$ cat src/rtl/stream_mux_rr_pkg.sv
// Shared definitions for the stream multiplexer: mode encodings and a
// width helper reused by the other parameterised SRT blocks.
package stream_mux_rr_pkg;

   localparam int MUX_MODE_SEL = 0;
   localparam int MUX_MODE_RR  = 1;

   // Index width for n items, never narrower than one bit.
   function automatic int clog2_min1(input int n);
      int w;
      w = 0;
      while ((1 << w) < n) w++;
      return (w < 1) ? 1 : w;
   endfunction

endpackage

$ cat src/rtl/stream_mux_rr_arb.sv
// Combinational rotate-priority arbiter: the first requester at or after
// ptr wins, wrapping at N_CH (not at 2^SEL_W).
module rr_arbiter
   import stream_mux_rr_pkg::*;
#(
   parameter int N_CH  = 4,
   parameter int SEL_W = 2
) (
   input  logic [N_CH-1:0]  req,
   input  logic [SEL_W-1:0] ptr,
   output logic             gnt_vld,
   output logic [SEL_W-1:0] gnt
);

   logic [N_CH-1:0] w_mask;
   logic [N_CH-1:0] w_hi;

   always_comb begin
      w_mask = '0;
      for (int i = 0; i < N_CH; i++) w_mask[i] = (SEL_W'(i) >= ptr);
   end

   assign w_hi = req & w_mask;

   // Lowest request overall is the wrap-around fallback; a request in the
   // [ptr, N_CH-1] window overrides it.
   always_comb begin
      gnt_vld = |req;
      gnt     = '0;
      for (int i = N_CH-1; i >= 0; i--) if (req[i])  gnt = SEL_W'(i);
      for (int i = N_CH-1; i >= 0; i--) if (w_hi[i]) gnt = SEL_W'(i);
   end

endmodule

$ cat src/rtl/stream_mux_rr.sv
// N-channel valid/ready stream multiplexer with external-select or
// round-robin channel choice and a one-entry tagged output register.
module stream_mux_rr
   import stream_mux_rr_pkg::*;
#(
   parameter  int WIDTH = 8,
   parameter  int N_CH  = 4,
   parameter  int MODE  = MUX_MODE_SEL,
   localparam int SEL_W = clog2_min1(N_CH)
) (
   input  logic                  clk,
   input  logic                  rst,
   input  logic [N_CH*WIDTH-1:0] in_data,
   input  logic [N_CH-1:0]       in_valid,
   output logic [N_CH-1:0]       in_ready,
   input  logic [SEL_W-1:0]      sel,
   output logic [WIDTH-1:0]      out_data,
   output logic                  out_valid,
   input  logic                  out_ready,
   output logic [SEL_W-1:0]      out_ch
);

   logic [WIDTH-1:0] r_out_data;
   logic             r_out_valid;
   logic [SEL_W-1:0] r_out_ch;
   logic [SEL_W-1:0] r_rr_ptr;

   logic             w_load_en;
   logic             w_sel_vld;
   logic             w_arb_vld;
   logic [SEL_W-1:0] w_arb_gnt;
   logic             w_gnt_vld;
   logic [SEL_W-1:0] w_gnt;
   logic             w_xfer;
   logic [WIDTH-1:0] w_word;
   logic [SEL_W-1:0] w_ptr_nxt;

   rr_arbiter #(
      .N_CH  (N_CH),
      .SEL_W (SEL_W)
   ) u_arb (
      .req     (in_valid),
      .ptr     (r_rr_ptr),
      .gnt_vld (w_arb_vld),
      .gnt     (w_arb_gnt)
   );

   // An out-of-range sel matches no channel and so never grants.
   always_comb begin
      w_sel_vld = 1'b0;
      for (int i = 0; i < N_CH; i++)
         if (sel == SEL_W'(i)) w_sel_vld = in_valid[i];
   end

   assign w_gnt_vld = (MODE == MUX_MODE_RR) ? w_arb_vld : w_sel_vld;
   assign w_gnt     = (MODE == MUX_MODE_RR) ? w_arb_gnt : sel;

   assign w_load_en = !r_out_valid || out_ready;
   // Ready is withheld during reset so upstream never sees a dropped handshake.
   assign w_xfer    = !rst && w_load_en && w_gnt_vld;

   always_comb begin
      in_ready = '0;
      for (int i = 0; i < N_CH; i++)
         in_ready[i] = w_xfer && (w_gnt == SEL_W'(i));
   end

   always_comb begin
      w_word = '0;
      for (int i = 0; i < N_CH; i++)
         if (w_gnt == SEL_W'(i)) w_word = in_data[i*WIDTH +: WIDTH];
   end

   assign w_ptr_nxt = (w_gnt == SEL_W'(N_CH-1)) ? '0 : w_gnt + 1'b1;

   always_ff @(posedge clk) begin
      if (rst) begin
         r_out_data  <= '0;
         r_out_valid <= 1'b0;
         r_out_ch    <= '0;
         r_rr_ptr    <= '0;
      end else begin
         if (w_xfer) begin
            r_out_data  <= w_word;
            r_out_ch    <= w_gnt;
            r_out_valid <= 1'b1;
         end else if (out_ready) begin
            r_out_valid <= 1'b0;
         end
         if (w_xfer && (MODE == MUX_MODE_RR)) r_rr_ptr <= w_ptr_nxt;
      end
   end

   assign out_data  = r_out_data;
   assign out_valid = r_out_valid;
   assign out_ch    = r_out_ch;

endmodule

$ cat config.mk
export PLATFORM = sky130hd
export DESIGN_NAME = stream_mux_rr
export DESIGN_NICKNAME = d
export VERILOG_FILES = /design/src/rtl/stream_mux_rr_pkg.sv /design/src/rtl/stream_mux_rr_arb.sv /design/src/rtl/stream_mux_rr.sv
export SDC_FILE = /design/constraint.sdc
export NUM_CORES = 1
export LEC_CHECK = 0
export BUFFER_PORTS_ARGS = -buffer_cell sky130_fd_sc_hd__buf_2
export CORE_ASPECT_RATIO = 0.7
export CORE_MARGIN = 3
export CORE_UTILIZATION = 39
export DETAILED_ROUTE_END_ITERATION = 8
export PLACE_DENSITY = 0.82
export SETUP_SLACK_MARGIN = 0.02
export SYNTH_ARGS = -nofsm -noshare
export SYNTH_HDL_FRONTEND = slang
export SYNTH_SLANG_ARGS = --single-unit
$ cat constraint.sdc
create_clock -name clk -period 1.66 [get_ports clk]
set_input_delay 0.166 -clock clk [delete_from_list [all_inputs] [get_ports clk]]
set_output_delay 0.166 -clock clk [all_outputs]
set_load 0.02 [all_outputs]
==> flow_summary_export.csv <==
group,metric,value,unit
outcome,outcome,"completed",
cts,cts_buffers,3,
finish,num-nets-final,166,
route,detailedRoute.firstIterationViolations,18,
timing,slew-limit-headroom,0.645,
worst_setup_path,critPathKind,"flip-flop to output port",
cts,post-cts-setup-buffer-count,0,
worst_hold_path,min_path_type,"primary input to flip-flop",
cts,ctsLongestPathBuffers,2,
timing,final_hold_viol_count,0,
global_route,grt-ovfl-total,0,
floorplan,core_area,0.00170,mm²
timing,worstMarginPinSlew,0.532,ns
worst_setup_path,worst_ep_arrival_time,1.33,ns
timing,setup-violations-final,0,
route,drt_wl_total,1.93,mm
cts,clock-root-buffer,"sky130_fd_sc_hd__clkbuf_4",
pwr,max-vdd-ir-drop,0.337,mV
global_route,global_route_wire_length_before_repair,3.06,mm
synthesis,synth-seq-cells,11,
pwr,cellLeakagePower,0.521,nW
floorplan,fp.dieArea,0.00251,mm²
route,drc,0,
finish,drive_above_1_share,0.556,
route,dr_vias,768,
timing,final.setup_skew,0.00138,ns
route,detailedRoute.firstPassIterationCount,2,
worst_hold_path,min_from,"out_ready",
worst_setup_path,critical_path.reg2reg.endpoint,"out_data[0]$_SDFFE_PP0P_",
floorplan,die_height,42.9,µm
finish,post-route-cell-area,0.00105,mm²
worst_setup_path,critical_path.cell_chain,"nor2b_4 > or2_1 > nor3_1 > buf_2",
synthesis,number_of_warnings_issued_by_yosys,0,
finish,antenna-diode-count,0,
finish,syn_to_final_growth,39.3,%
worst_setup_path,rr_startpoint,"out_valid$_SDFFE_PP0P_",
worst_setup_path,largest_fanout_of_any_net_on_the_critical_path,6,
worst_setup_path,critPathCaptureType,"output port",
cts,clkLatencyLatePin,0.26,ns
global_route,maximum_number_of_pins_on_one_net_before_global_route_repair,16,
finish,mostFrequentLayoutCells,"55 x sky130_fd_sc_hd__buf_2, 13 x sky130_fd_sc_hd__nor2_1, 11 x sky130_fd_sc_hd__dfxtp_1",
timing,achievable-frequency,670,MHz
cts,cts-htree-levels,1,
synthesis,syn-mean-instance-area,11.1,µm²
worst_setup_path,reg2reg_slack,0.31,ns
synthesis,netlist-cell-type-count,20,
route,route.detailed.wl_per_inst,13.3,µm
floorplan,die_w,58.7,µm
cts,tritoncts_clock_tree,"done",
worst_setup_path,timing.critical_path.from_type,"flip-flop",
finish,fill_cell_count,165,
worst_hold_path,whs_endpoint,"out_valid$_SDFFE_PP0P_",
place,place.port_buffers,55,
worst_setup_path,critical-path-max-stage-delay,0.31,ns
synthesis,synth_seq_area_share,0.291,
cts,cts.reportedPaths.clkPinSlew,0.07,ns
worst_setup_path,crit_required,1.49,ns
finish,most_common_library_cell_in_the_layout_ignoring_fill_and_taps,"sky130_fd_sc_hd__buf_2",
global_route,first_global_vias,745,
place,dpl-instance-area,0.00102,mm²
route,routed_via_density,5.30,
route,ant_nets,0,
timing,final_max_slew_viol_count,0,
worst_setup_path,rr_worst_depth,4,
cts,numClockSinks,11,
synthesis,synth.cell_area,757,µm²
timing,layout_min_cycle_time,1.49,ns
global_route,grt_antenna_before_repair,0,
timing,fin_crit_sh,0.899,
floorplan,placementRows,12,
synthesis,synthesis.nets,109,
synthesis,syn-instance-count,68,
floorplan,ioPinCount,56,
worst_setup_path,slowest_stage,"sky130_fd_sc_hd__dfxtp_1",
floorplan,starting_utilization_of_the_core_area,0.446,
timing,hold-worst-slack,0.248,ns
global_route,groute.usage.overall,0.162,
pwr,power_density,663,mW/mm²
worst_hold_path,hold_path_depth,4,
timing,grt_setup_unrepaired,"false",
place,place_congestion,0.717,
job,cap_violations,0,
place,place_hpwl,1.60,mm
-- metal layers --
metal	GRT usage	vias to the layer above	wire, µm
met5	0	-	0
met4	0.0679	0	25
met3	0.0517	4	280
met2	0.267	48	813
met1	0.192	350	810
li1	-	366	-
-- stage by stage --
stage | setup TNS [ns] | setup WS, ns | cells | utilization | power, mW
4_1_cts | 0 | 0.0820 | 145 | 0.618 | 0.703
3_3_place_gp | 0 | 0.0159 | 141 | 0.603 | 0.517
5_1_grt | 0 | 0.0584 | 145 | 0.622 | 0.744
6_report | 0 | 0.168 | 145 | 0.622 | 0.699
3_5_place_dp | -0.528 | -0.0888 | 141 | 0.603 | 0.524
2_1_floorplan | 0 | 0.230 | 68 | - | 0.444
-- how the worst max path moves through the flow --
stage / endpoint / cells past startpoint / from
floorplan: in_ready[0] / 3 / out_valid$_SDFFE_PP0P_
global placement: out_data[1]$_SDFFE_PP0P_ / 5 / sel[0]
detailed placement: out_data[0]$_SDFFE_PP0P_ / 5 / sel[0]
CTS: out_data[0]$_SDFFE_PP0P_ / 4 / out_valid$_SDFFE_PP0P_
global route: in_ready[1] / 4 / out_valid$_SDFFE_PP0P_
finish: in_ready[0] / 4 / out_valid$_SDFFE_PP0P_
-- timing repair --
action                     CTS  global route
gates resized for setup      0             1
setup endpoints to repair    0             4
hold buffers                 0             0
-- cell type report --
cell class | count | area [µm²] | share of cell area
tap | 21 | 26.3 | 0.0249
sequential | 11 | 220 | 0.209
multi-input combinational | 51 | 484 | 0.459
clock buffer | 4 | 26.3 | 0.0249
timing repair buffer | 58 | 298 | 0.282
-- state kept, by name, indices dropped and copies added (netlist names) --
signal and count:
out_ch 2, out_data 8, out_valid 1
-- Yosys cell counts --
cell type,n,area [µm²]
sky130_fd_sc_hd__buf_4,1,7.51
sky130_fd_sc_hd__a21oi_1,2,10.0
sky130_fd_sc_hd__nor3b_2,1,12.5
sky130_fd_sc_hd__nand2_1,3,11.3
sky130_fd_sc_hd__and2_0,1,6.26
sky130_fd_sc_hd__a211oi_1,1,7.51
sky130_fd_sc_hd__nand2b_1,2,12.5
sky130_fd_sc_hd__dfxtp_1,11,220
sky130_fd_sc_hd__buf_2,1,5.00
sky130_fd_sc_hd__o21ai_1,2,10.0
sky130_fd_sc_hd__nor3_1,3,15.0
sky130_fd_sc_hd__nor2b_4,1,13.8
sky130_fd_sc_hd__o21ai_0,2,10.0
sky130_fd_sc_hd__mux2i_1,10,100
sky130_fd_sc_hd__mux4_2,6,135
sky130_fd_sc_hd__or2_1,1,6.26
sky130_fd_sc_hd__dlymetal6s2s_1,1,12.5
sky130_fd_sc_hd__nor2_1,13,48.8
sky130_fd_sc_hd__buf_6,3,33.8
sky130_fd_sc_hd__mux4_1,3,78.8
-- cells by family (layout without fill, tap and decap cells) --
kind of cell,count (synthesis),in the layout,share of synthesized area
DFF,11,11,0.291
and+or+nand+nor,25,25,0.167
buffers and inverters,6,62,0.0777
AOI/OAI and AO/OA,7,7,0.0496
muxes,19,19,0.415
-- report_power, final --
part | switching, mW | internal (mW)
combinational | 0.108 | 0.119
clock | 0.0864 | 0.0929
sequential | 0.00942 | 0.283
-- worst max-delay path, delay by kind of cell (launching register included) --
| kind | cells | cell delay [ns] |
|---|---|---|
| and+or+nand+nor | 3 | 0.56 |
| DFF | 1 | 0.31 |
| buffers and inverters | 1 | 0.19 |
(Power assumes the default switching activity.)
